$ cat config.mk
export PLATFORM = sky130hd
export DESIGN_NAME = seq_divider
export DESIGN_NICKNAME = d
export VERILOG_FILES = /design/src/rtl/seq_divider.sv
export SDC_FILE = /design/constraint.sdc
export NUM_CORES = 1
export LEC_CHECK = 0
export BUFFER_PORTS_ARGS = -buffer_cell sky130_fd_sc_hd__buf_4
export CORE_AREA = 5 5 68 70
export DETAILED_ROUTE_END_ITERATION = 16
export DIE_AREA = 0 0 73 75
export PLACE_DENSITY_LB_ADDON = 0.25
export SYNTH_ARGS = -nofsm -noshare
export SYNTH_HDL_FRONTEND = slang
export SYNTH_SLANG_ARGS = --single-unit
$ cat constraint.sdc
create_clock -name clk -period 1.5 [get_ports clk]
set_input_delay 0.15 -clock clk [delete_from_list [all_inputs] [get_ports clk]]
set_output_delay 0.15 -clock clk [all_outputs]
set_load 0.05 [all_outputs]
$ cat src/rtl/seq_divider.sv
// -----------------------------------------------------------------------------
// seq_divider
// Multi-cycle unsigned restoring divider that pairs with the 2x3 multiplier.
// Produces one quotient bit per clock, MSB first, behind a start/busy/done
// handshake.
//
// Ports
//   clk          rising-edge clock
//   rst          asynchronous active-high reset
//   start        division request, sampled in IDLE or DONE only
//   dividend     DW-bit numerator, latched on an accepted start
//   divisor      VW-bit denominator, latched on an accepted start
//   busy         high exactly while a division is iterating (RUN)
//   done         one-cycle pulse when results become valid (DONE)
//   quotient     DW-bit result, held until the next accepted start
//   remainder    VW-bit result, held until the next accepted start
//   div_by_zero  set with done when the divisor was zero
// -----------------------------------------------------------------------------
module seq_divider #(
  parameter int unsigned DW = 5,
  parameter int unsigned VW = 2
) (
  input  logic          clk,
  input  logic          rst,
  input  logic          start,
  input  logic [DW-1:0] dividend,
  input  logic [VW-1:0] divisor,
  output logic          busy,
  output logic          done,
  output logic [DW-1:0] quotient,
  output logic [VW-1:0] remainder,
  output logic          div_by_zero
);

  // Partial remainder carries one guard bit above the divisor width.
  localparam int unsigned PW = VW + 1;
  // Iteration counter wide enough to hold DW.
  localparam int unsigned CW = $clog2(DW + 1);

  typedef enum logic [1:0] {
    S_IDLE = 2'd0,
    S_RUN  = 2'd1,
    S_DONE = 2'd2
  } state_t;

  state_t        state_q, state_d;

  logic [DW-1:0] dvd_q, dvd_d;   // dividend shifts out MSB, quotient shifts in LSB
  logic [VW-1:0] dvs_q, dvs_d;   // latched divisor
  logic [PW-1:0] pr_q,  pr_d;    // partial remainder
  logic [CW-1:0] cnt_q, cnt_d;   // completed restoring steps
  logic [DW-1:0] quo_q, quo_d;
  logic [VW-1:0] rem_q, rem_d;
  logic          dbz_q, dbz_d;

  logic          accept;
  logic          zero_div;
  logic          last_step;
  logic [PW-1:0] pr_shift;
  logic          q_bit;
  logic [PW-1:0] step_pr;
  logic [DW-1:0] step_dvd;

  // Handshake decode: a start is honoured whenever no division is iterating.
  assign accept    = start && (state_q != S_RUN);
  assign zero_div  = (divisor == '0);
  assign last_step = (cnt_q == CW'(DW - 1));

  // One restoring step: shift in the next dividend bit, subtract if it fits.
  // The guard bit of pr_q is always zero after a step, so truncation is safe.
  always_comb begin
    pr_shift = PW'({pr_q, dvd_q[DW-1]});
    q_bit    = (pr_shift >= {1'b0, dvs_q});
    step_pr  = q_bit ? (pr_shift - {1'b0, dvs_q}) : pr_shift;
    step_dvd = {dvd_q[DW-2:0], q_bit};
  end

  // State register.
  always_ff @(posedge clk or posedge rst) begin
    if (rst) begin
      state_q <= S_IDLE;
    end else begin
      state_q <= state_d;
    end
  end

  // Next-state logic; DONE accepts a new start exactly like IDLE.
  always_comb begin
    state_d = state_q;
    case (state_q)
      S_IDLE, S_DONE: begin
        if (start) begin
          state_d = zero_div ? S_DONE : S_RUN;
        end else begin
          state_d = S_IDLE;
        end
      end
      S_RUN: begin
        if (last_step) begin
          state_d = S_DONE;
        end
      end
      default: state_d = S_IDLE;
    endcase
  end

  // Output decode straight from the state register.
  always_comb begin
    busy = (state_q == S_RUN);
    done = (state_q == S_DONE);
  end

  assign quotient    = quo_q;
  assign remainder   = rem_q;
  assign div_by_zero = dbz_q;

  // Datapath next-state: load on accept, iterate in RUN, publish on last step.
  always_comb begin
    dvd_d = dvd_q;
    dvs_d = dvs_q;
    pr_d  = pr_q;
    cnt_d = cnt_q;
    quo_d = quo_q;
    rem_d = rem_q;
    dbz_d = dbz_q;

    if (accept) begin
      dvd_d = dividend;
      dvs_d = divisor;
      pr_d  = '0;
      cnt_d = '0;
      quo_d = '0;
      rem_d = '0;
      dbz_d = 1'b0;
      // Zero divisor skips iteration and reports the saturated quotient.
      if (zero_div) begin
        quo_d = '1;
        dbz_d = 1'b1;
      end
    end else if (state_q == S_RUN) begin
      dvd_d = step_dvd;
      pr_d  = step_pr;
      cnt_d = cnt_q + CW'(1);
      if (last_step) begin
        quo_d = step_dvd;
        rem_d = step_pr[VW-1:0];
      end
    end
  end

  // Datapath registers; reset discards any in-flight division.
  always_ff @(posedge clk or posedge rst) begin
    if (rst) begin
      dvd_q <= '0;
      dvs_q <= '0;
      pr_q  <= '0;
      cnt_q <= '0;
      quo_q <= '0;
      rem_q <= '0;
      dbz_q <= 1'b0;
    end else begin
      dvd_q <= dvd_d;
      dvs_q <= dvs_d;
      pr_q  <= pr_d;
      cnt_q <= cnt_d;
      quo_q <= quo_d;
      rem_q <= rem_d;
      dbz_q <= dbz_d;
    end
  end

endmodule

# [Word-level counts from Yosys, hierarchy flattened]
# Index checks and enable logic that the tools add are counted.
[totals] register_bits=22 inputBits=10 out_inout_bits=10 wordCells=42
[op_classes] n_addsub=2 n_lt_le_gt_ge=1 eq_ne=5 mux=19 reduce_logical=7
[ops] op="5-bit 2-to-1 mux" n=6
[ops] op="2-bit 2-to-1 mux" n=9
[ops] op="3-bit 2-to-1 mux" n=2
[ops] op="2-bit logical NOT" n=2
[ops] op="2-bit by 1-bit inequality test with 1-bit output (second input constant)" n=2
[ops] op="2-bit case mux with 2 select lines" n=1
[ops] op="2-bit nonzero test" n=2
[ops] op="3-bit by 1-bit adder with 3-bit output (second input constant)" n=1
[ops] op="3-bit == test (second input constant)" n=1
[ops] op="3-bit by 2-bit >= comparator with 1-bit output" n=1
[ops] op="2-bit by 1-bit == test with 1-bit output (second input constant)" n=1
[ops] op="2-bit == test (second input constant)" n=1
[ops] op="2-bit AND reduction" n=1
[ops] op="2-bit OR reduction" n=1
[ops] op="2-bit subtractor" n=1
[ops] op="1-bit logical AND" n=1
[ops] op="1-bit 2-to-1 mux" n=1

# [Longest topological paths before layout]
# Gate-level depths: netlist of run 1.
[depth] ltp_word=5 depth_mapped=6 depth_no_buf=5

# [Least setup slack after synthesis of run 1]
# Ideal clock, no wire load.
[synth_path] kind="register to register" start="register pr_q[0]" end="register pr_q[1]" setup_time_ns=0.120 arrival_ns=1.383 t_required_ns=1.380 setup_slack_ns=-0.003 path_stages_with_launch=5 n_path_buf=0 synth_period_minus_slack_ns=1.503 path_cell_list="dfrtp_1 > ha_1 > a2111oi_2 > a2111oi_1 > a31o_1"
[synth_between] elab_chain_cells=4 word_cells_on_any_way=5 cone_classes="add/sub: 1; order compare: 1; mux: 3"
[synth_rtl] element="start: declaration" line="50" rtl="logic [PW-1:0] pr_q, pr_d;"
[synth_rtl] element="start signal: assignment" line="164" rtl="pr_q <= pr_d;"
[synth_rtl] element="3-bit by 2-bit >= comparator with 1-bit output or 2-bit subtractor (tied branches)" line="73, 74"
[synth_rtl] element="2-bit 2-to-1 mux *" line="74" rtl="step_pr = q_bit ? (pr_shift - {1'b0, dvs_q}) : pr_shift;"
[synth_rtl] element="2-bit 2-to-1 mux *" line="140" rtl="end else if (state_q == S_RUN) begin"
[synth_rtl] element="2-bit 2-to-1 mux *" line="127" rtl="if (accept) begin"
# Mark *: on every way between the ends. The rest lies on a longest branch, timed or not. The select of a mux whose other input is x is not followed.
# A chain may end at the register's enable or synchronous reset.

# [Worst setup path after layout of run 1]
[layout_path] start="register pr_q[0]" end="register rem_q[0] (netlist: remainder[0])"
[layout_between] elab_chain_cells=5
[layout_rtl] element="3-bit by 2-bit >= comparator with 1-bit output" line="73" rtl="q_bit = (pr_shift >= {1'b0, dvs_q});"
[layout_rtl] element="2-bit 2-to-1 mux" line="74"
[layout_rtl] element="2-bit 2-to-1 mux" line="144" rtl="if (last_step) begin"
[layout_rtl] element="2-bit 2-to-1 mux" line="140"
[layout_rtl] element="2-bit 2-to-1 mux" line="127"
[layout_rtl] element="end signal: assignment" line="167" rtl="rem_q <= rem_d;"
[layout_rtl] element="end: declaration" line="53" rtl="logic [VW-1:0] rem_q, rem_d;"
# No other way between the ends. The select of a mux whose other input is x is not followed.

==> results of run 1 <==
-- repair_timing --
item	in CTS	in global routing
hold buffers	1	0
pin swaps	1	3
endpoints found under the setup margin	1	9
resized for setup	3	10
buffers inserted	1	0
endpoints found under the hold margin	22	0
-- state kept, by name (all words and copies together), names as in the netlist --
register and flops:
pr_q 2, div_by_zero 1, dvd_q 5, dvs_q 2, remainder 2, state_q 2
cnt_q 3, quotient 5
-- where the power goes --
group	leakage (nW)	switching, mW	internal (mW)
clock	0.0288	0.194	0.234
combinational	0.399	1.33	0.973
sequential	0.271	0.235	0.886
-- through the flow --
stage,total power [mW],TNS [ns],cells,hold WS [ns],instance area (sq um)
finish,3.85,0,182,0.0832,1500
global route,4.14,-0.0391,182,0.0747,1500
CTS,3.74,0,182,0.0771,1460
detailed placement,3.20,0,176,0.215,1380
global placement,3.16,0,176,0.213,1380
floorplan,2.65,0,104,0.139,1140
-- path summary, 6_finish.rpt --
check	to
max	remainder[0]
min	state_q[1]
max reg2reg	remainder[0]
min reg2reg	remainder[1]
max in group asynchronous	cnt_q[1]
min in group asynchronous	quotient[2]
-- routing by layer --
layer / routed length (um) / vias up / share of wire (%)
li1: - / 431 / -
met1: 1170 / 431 / 45
met2: 1330 / 11 / 51
met3: 60 / 5 / 2.3
met4: 61 / 0 / 2.3
met5: 0 / - / 0
-- cell type report --
| type | count | area, sq um |
|---|---|---|
| Sequential cell | 22 | 551 |
| Timing Repair Buffer | 28 | 216 |
| Clock buffer | 4 | 55.1 |
| Multi-Input combinational cell | 71 | 589 |
| Fill cell | 416 | 2410 |
| Inverter | 7 | 28.8 |
| Tap cell | 50 | 62.6 |
-- placed cells by master, fill, tap and decap left out, types with 2 or more instances in the layout --
cell type / netlist / layout
buf_4: 0 / 26
dfrtp_1: 22 / 22
nand2_1: 17 / 17
mux2i_1: 7 / 7
o21ai_1: 6 / 6
a31oi_1: 4 / 4
clkbuf_8: 0 / 4
nand2b_1: 3 / 3
inv_1: 5 / 3
inv_2: 2 / 3
mux2_1: 3 / 3
o31ai_1: 3 / 2
a21oi_1: 2 / 2
ha_4: 0 / 2
-- logic make-up (layout without fill, tap and decap cells) --
kind of cell | count (synthesis) | in the layout
simple gates | 30 | 30
compound gates | 27 | 27
flops | 22 | 22
buf+inv | 11 | 39
mux | 10 | 10
fa+ha+maj | 4 | 4
==> results.json, run 1 <==
{
  "run_status": "complete, no violations",
  "path_depth": 4,
  "syn_avg_cell_area_sq_um": 10.8,
  "synth-adder-area-share_pct": 4.47,
  "grt_usage_pct": 10.8,
  "area_delta_synth_final_pct": 34.2,
  "antenna_found_initial": 0,
  "ant_nets": 0,
  "clock_latency_ns": 0.26,
  "critPathLaunchType": "flip-flop",
  "worstHoldPathCells": 2,
  "core_area_sq_um": 3910,
  "synthCells": 104,
  "drc": 0,
  "r2r_slack_ns": 0.02,
  "synth_xor_area_share_pct": 0,
  "fin_crit_sh_pct": 98.7,
  "cp.arrival_ns": 1.64,
  "vias_per_cell": 4.82,
  "io_buffers": 19,
  "crit_path_top_delay_cell": "dfrtp_1",
  "hold_violations": 0,
  "synthArstFlopShare_pct": 100,
  "path_delay_family": "compound AO/OA/AOI/OAI gates",
  "yosysTopAreaCell": "dfrtp_1",
  "grt_max_degree": 23,
  "critPathKind": "flip-flop to flip-flop",
  "drv_cap": 0,
  "cts_buffer_depth": 2,
  "grt_util_met3_pct": 2.14,
  "power.density_nw_per_um2": 2560,
  "detail_route.wl_per_cell_um": 14.4,
  "firstDrtPassIters": 4,
  "wl_um": 2630,
  "ys_top_cells_by_count": "22 x dfrtp_1, 17 x nand2_1, 7 x mux2i_1, 6 x o21ai_1, 5 x inv_1",
  "grt_pass1_wl_um": 4420,
  "row_count": 23,
  "hold_path_class": "primary input to flip-flop",
  "maxSlewViolCount": 0,
  "setup_viol": 0,
  "max_freq_ghz": 0.675,
  "fin_ws_ns": 0.0194,
  "htreeDepth": 1,
  "synth_edf_count": 0,
  "via_count": 878,
  "ys_ff_latch": 22,
  "vdd_drop_max_mv": 1.01,
  "busiest_layer": "met2",
  "grt_setup_unrepaired": "true",
  "place_hpwl_um": 1950,
  "grt.met1_usage_pct": 13.8,
  "clk_pin_slew_worst_paths_ns": 0.08,
  "synthesis.nets": 118,
  "initial_core_util_pct": 28.6,
  "ys_types": 33,
  "worstPathRequired_ns": 1.66,
  "cts-root-buf": "clkbuf_8",
  "path_buf_inv": 0,
  "first_iter_violations": 18,
  "die_h_um": 75,
  "nets": 147,
  "timing.final.crit_period_ns": 1.48,
  "drive_gt1_share_pct": 37.9,
  "synth_top_cells_by_area": "dfrtp_1 49%, mux2i_1 6.3%, nand2_1 5.7%",
  "syn-cell-area_sq_um": 1120,
  "crit_fanout": 5,
  "slew_headroom_pct": 79.1,
  "worstSetupStartpoint": "pr_q[0]",
  "seq_area_frac_synth_pct": 49.2,
  "place_congestion": 0.752,
  "synthMuxAreaShare_pct": 9.27,
  "yosysMostFrequentCell": "dfrtp_1",
  "ys_warn_count": 0,
  "gr-total-overflow": 0,
  "dieArea_sq_um": 5480,
  "synth_simple_gate_area_share_pct": 14.0,
  "r2r_start": "pr_q[0]",
  "synth_compound_area_share_pct": 18.4,
  "ff2ff_path_depth": 4,
  "crit_chain": "ha_4 -> or2_4 -> o31ai_4 -> a2bb2o_4",
  "min_from": "divisor[0]",
  "synthFlopType": "dfrtp_1",
  "cp-end-kind": "flip-flop",
  "diodes": 0,
  "final_core_util_pct": 38.4,
  "skew_ns": 0.00229,
  "chipWidth_um": 73,
  "clock_sinks": 22,
  "dp_worst_setup_slack_ns": 0.00226,
  "worstMarginPinSlew_ns": 0.312,
  "grt_util_met2_pct": 17.3,
  "cts_tree": "built",
  "critical_path.max_stage_delay_ns": 0.41,
  "netlist.area_leader.share_pct": 49.2,
  "p_leak_nw": 0.699,
  "synth_top_family_by_area": "compound AO/OA/AOI/OAI gates",
  "pin_count": 20,
  "grt_pass1_vias": 897,
  "tritoncts.num_buffers": 3
}
No activity file was read; power rests on OpenSTA's default activity.
==> inputs of run 2 (changes only) <==
CAP_MARGIN = 20   (was unset)
CORE_AREA = 2 2 65 67   (was 5 5 68 70)
DIE_AREA = 0 0 67 69   (was 0 0 73 75)
==> results.json, run 2 (synthesis results as in run 1) <==
{
  "vias_per_cell": 4.75,
  "tritoncts.num_buffers": 3,
  "wl_um": 2560,
  "clockPowerShare_pct": 9.6,
  "cp.arrival_ns": 1.62,
  "gr-total-overflow": 0,
  "run_status": "complete, no violations",
  "skew_ns": 0.00393,
  "antenna_found_initial": 0,
  "drive_gt1_share_pct": 38.3,
  "core_area_sq_um": 3910,
  "r2r_slack_ns": 0.03,
  "detail_route.wl_per_cell_um": 14.0,
  "htreeDepth": 1,
  "io_buffers": 19,
  "pin_count": 20,
  "final_cell_mix": "29 x buf_4, 22 x dfrtp_1, 17 x nand2_1, 7 x mux2i_1, 6 x o21ai_1",
  "fin_crit_sh_pct": 97.7,
  "critPathKind": "flip-flop to flip-flop",
  "timing.final.crit_period_ns": 1.47,
  "initial_core_util_pct": 28.6,
  "final_core_util_pct": 38.5,
  "cts-root-buf": "clkbuf_8",
  "grt_pass1_vias": 952,
  "row_count": 23,
  "worstHoldPathCells": 2,
  "place_hpwl_um": 1930,
  "seqPwrFrac_pct": 28.8,
  "die_h_um": 69,
  "diodes": 0,
  "first_iter_violations": 20,
  "p_leak_nw": 0.706,
  "cts_setup_buffers": 0,
  "crit_fanout": 3,
  "vdd_drop_max_mv": 1.19,
  "chipWidth_um": 67,
  "setup_viol": 0,
  "grt_max_degree": 23,
  "firstDrtPassIters": 4,
  "drc": 0,
  "worstReg2RegEnd": "pr_q[1]",
  "grt_pass1_wl_um": 4430,
  "place_congestion": 0.794,
  "critPathLaunchType": "flip-flop",
  "cp-end-kind": "flip-flop",
  "max_freq_ghz": 0.682,
  "clock_latency_ns": 0.27,
  "multi_input_area_sq_um": 599,
  "fin_cells": 183,
  "fill_cells": 413,
  "worstMarginPinSlew_ns": 0.337,
  "final_common_cell": "buf_4",
  "clk_pin_slew_worst_paths_ns": 0.07,
  "r2r_start": "dvd_q[4]",
  "ff2ff_path_depth": 5,
  "cts_tree": "built",
  "hold_path_class": "primary input to flip-flop",
  "hold_end": "state_q[1]",
  "combPwrFrac_pct": 61.6,
  "p_int_mw": 2.11,
  "clock_sinks": 22,
  "area_delta_synth_final_pct": 34.6,
  "regArea_sq_um": 551,
  "slew_headroom_pct": 77.5,
  "power.density_nw_per_um2": 2570,
  "switching_share_pct": 45.6,
  "min_from": "divisor[1]",
  "grt_setup_unrepaired": "true",
  "worstPathRequired_ns": 1.66,
  "dieArea_sq_um": 4620,
  "via_count": 870,
  "grt_usage_pct": 12.3,
  "maxSlewViolCount": 0,
  "drv_cap": 0,
  "hold_violations": 0,
  "p_sw_mw": 1.77,
  "cts_buffer_depth": 2,
  "nets": 149,
  "place_inst": 179,
  "ant_nets": 0
}
## run 2: cell types whose count changed in the layout (fill, tap and decap cells not counted), sizes merged
cell / previous run / this run
buf: 27 / 29
clkbuf: 4 / 3
## run 2: layout make-up
cell class / instances / share of cell area, %
Clock buffer: 3 / 2.74
Tap cell: 50 / 4.15
Multi-Input combinational cell: 71 / 39.8
Sequential cell: 22 / 36.5
Timing Repair Buffer: 30 / 15.1
Inverter: 7 / 1.74
## run 2: stage by stage
step / worst slack, ns / total power, mW / cell area [sq um] / setup TNS [ns] / hold slack [ns]
2_1_floorplan: 0.0488 / 2.65 / 1140 / 0 / 0.139
3_3_place_gp: 0.0547 / 3.20 / 1400 / 0 / 0.213
3_5_place_dp: 0.0285 / 3.25 / 1400 / 0 / 0.222
4_1_cts: 0.0111 / 3.64 / 1450 / 0 / 0.0910
5_1_grt: -0.0150 / 4.17 / 1510 / -0.0154 / 0.102
6_report: 0.0339 / 3.88 / 1510 / 0 / 0.0966
## run 2: worst max path at each step
stage	depth (start not counted)	slack, ns	endpoint	startpoint
floorplan	4	0.05	remainder[0]	pr_q[0]
global placement	5	0.05	remainder[1]	dvs_q[1]
detailed placement	4	0.03	remainder[0]	pr_q[0]
CTS	5	0.01	pr_q[1]	dvd_q[4]
global route	5	-0.01	pr_q[1]	dvd_q[4]
finish	5	0.03	pr_q[1]	dvd_q[4]
## run 2: power groups by stage
stage                     registers (mW)  logic [mW]  clock network, mW
final                               1.12        2.39              0.371
after global routing                1.16        2.60              0.406
after CTS                           1.10        2.15              0.388
after detailed placement            1.11        2.14                  0
after global placement              1.10        2.10                  0
after floorplan                     1.45        1.19                  0
## run 2: per-layer routing
metal / GRT usage [%] / vias up / routed length, um
li1: - / 431 / -
met5: 0 / - / 0
met3: 1.96 / 4 / 76
met1: 17.5 / 422 / 1270
met4: 5.44 / 0 / 43
met2: 18.2 / 13 / 1170
## run 2: worst max-delay path: stages (launching register included)
cell and delay, ns:
dfrtp_1 0.40, inv_2 0.08, ha_4 0.22, a2111oi_4 0.41, a2111oi_2 0.06, a31o_1 0.19
## run 2: what timing repair did
item,in CTS,in global routing
hold buffers,1,0
endpoints found under the hold margin,22,0
endpoints found under the setup margin,0,8
resized for setup,0,13
==> inputs of run 3 (changes only) <==
PLACE_DENSITY_LB_ADDON = unset   (was 0.25)
==> results.json, run 3 (synthesis results as in run 1) <==
{
  "run_status": "complete, no violations",
  "max_freq_ghz": 0.678,
  "row_count": 23,
  "setup_viol": 0,
  "r2r_start": "pr_q[0]",
  "finalInstanceArea_sq_um": 1520,
  "worstSetupStartpoint": "pr_q[0]",
  "p_int_mw": 2.12,
  "cts_buffer_depth": 2,
  "clockPowerShare_pct": 11.1,
  "p_sw_mw": 1.79,
  "io_buffers": 19,
  "min_from": "divisor[0]",
  "combPwrFrac_pct": 60.6,
  "cp.arrival_ns": 1.64,
  "grt_setup_unrepaired": "true",
  "grt_pass1_wl_um": 4240,
  "cp-end-kind": "flip-flop",
  "initial_core_util_pct": 28.6,
  "cts-root-buf": "clkbuf_8",
  "drv_cap": 0,
  "cts_tree": "built",
  "vdd_drop_max_mv": 1.07,
  "firstDrtPassIters": 4,
  "multi_input_area_sq_um": 597,
  "chipWidth_um": 67,
  "drc": 0,
  "crit_fanout": 5,
  "final_common_cell": "buf_4",
  "fill_cells": 399,
  "grt_usage_pct": 11.9,
  "wl_um": 2540,
  "final_cell_mix": "29 x buf_4, 22 x dfrtp_1, 17 x nand2_1, 7 x mux2i_1, 6 x o21ai_1",
  "antenna_found_initial": 0,
  "via_count": 870,
  "grt_pass1_vias": 936,
  "core_area_sq_um": 3910,
  "worstPathRequired_ns": 1.66,
  "grt_max_degree": 23,
  "drive_gt1_share_pct": 39.6,
  "first_iter_violations": 36,
  "tritoncts.num_buffers": 3,
  "pin_count": 20,
  "regArea_sq_um": 551,
  "area_delta_synth_final_pct": 35.9,
  "clock_sinks": 22,
  "critPathLaunchType": "flip-flop",
  "placed_area_sq_um": 1380,
  "clock_latency_ns": 0.26,
  "slew_headroom_pct": 77.2,
  "place_hpwl_um": 1800,
  "worstMarginPinSlew_ns": 0.342,
  "critPathKind": "flip-flop to flip-flop",
  "vias_per_cell": 4.73,
  "finalPower_mw": 3.91,
  "seqPwrFrac_pct": 28.3,
  "hold_violations": 0,
  "maxSlewViolCount": 0,
  "die_h_um": 69,
  "timing.final.crit_period_ns": 1.47,
  "clk_pin_slew_worst_paths_ns": 0.08,
  "place_congestion": 0.770,
  "gr-total-overflow": 0,
  "dieArea_sq_um": 4620,
  "switching_share_pct": 45.8,
  "ant_nets": 0,
  "skew_ns": 0.000981,
  "htreeDepth": 1,
  "diodes": 0,
  "detail_route.wl_per_cell_um": 13.8,
  "power.density_nw_per_um2": 2570,
  "nets": 149,
  "fin_crit_sh_pct": 98.3,
  "hold_path_class": "primary input to flip-flop",
  "p_leak_nw": 0.710
}
[run 3: changes by cell type in the layout (fill, tap and decap cells not counted), sizes merged]
cell    previous run  this run
clkbuf             3         4
[run 3: worst max-delay path: stages (launching register included)]
cell and delay, ns:
dfrtp_1 0.42, ha_4 0.17, or2_4 0.28, o31ai_4 0.27
a2bb2o_4 0.23
[run 3: final cells by class]
type | instances | share of cell area, %
sequential | 22 | 36.2
multi-input combinational | 71 | 39.2
inverter | 7 | 1.89
clock buffer | 4 | 3.62
tap | 50 | 4.11
timing repair buffer | 30 | 15.0
[run 3: timing repair]
item,in CTS,in global routing
endpoints found under the setup margin,1,10
pin swaps,1,5
resized for setup,4,9
hold buffers,1,0
setup buffers,0,3
cloned,0,0
hold endpoints to repair,22,0
[run 3: path summary, 6_finish.rpt]
check | end | slack [ns] | depth (start not counted)
setup / recovery | remainder[0] | 0.03 | 4
hold / removal | state_q[1] | 0.09 | 2
setup reg to reg | remainder[0] | 0.03 | 4
hold reg to reg | remainder[1] | 0.50 | 1
max in group asynchronous | remainder[0] | 0.80 | 4
min in group asynchronous | quotient[4] | 0.48 | 4
[run 3: power by group through the flow]
| stage | Combinational (mW) | Clock [mW] | Sequential [mW] |
|---|---|---|---|
| finish | 2.37 | 0.434 | 1.11 |
| global route | 2.55 | 0.474 | 1.15 |
| CTS | 2.18 | 0.436 | 1.10 |
| detailed placement | 2.08 | 0 | 1.11 |
| global placement | 2.05 | 0 | 1.10 |
| floorplan | 1.19 | 0 | 1.45 |
[run 3: per-layer routing]
layer | part of all wire (%) | vias to the layer above | global-route usage (%)
met5 | 0 | - | 0
met4 | 1.3 | 0 | 4.54
met3 | 3.3 | 5 | 2.45
met2 | 47 | 20 | 17.7
met1 | 49 | 415 | 16.8
li1 | - | 430 | -
[run 3: metrics by stage]
step	hold WS, ns	worst slack [ns]	instances	TNS [ns]	util (%)
after global routing	0.0753	-0.0217	184	-0.0266	38.9
after global placement	0.210	0.0333	176	0	35.2
final	0.0857	0.0258	184	0	38.9
after floorplan	0.139	0.0488	104	0	-
after CTS	0.0841	0.0210	181	0	37.2
after detailed placement	0.212	0.0109	176	0	35.2
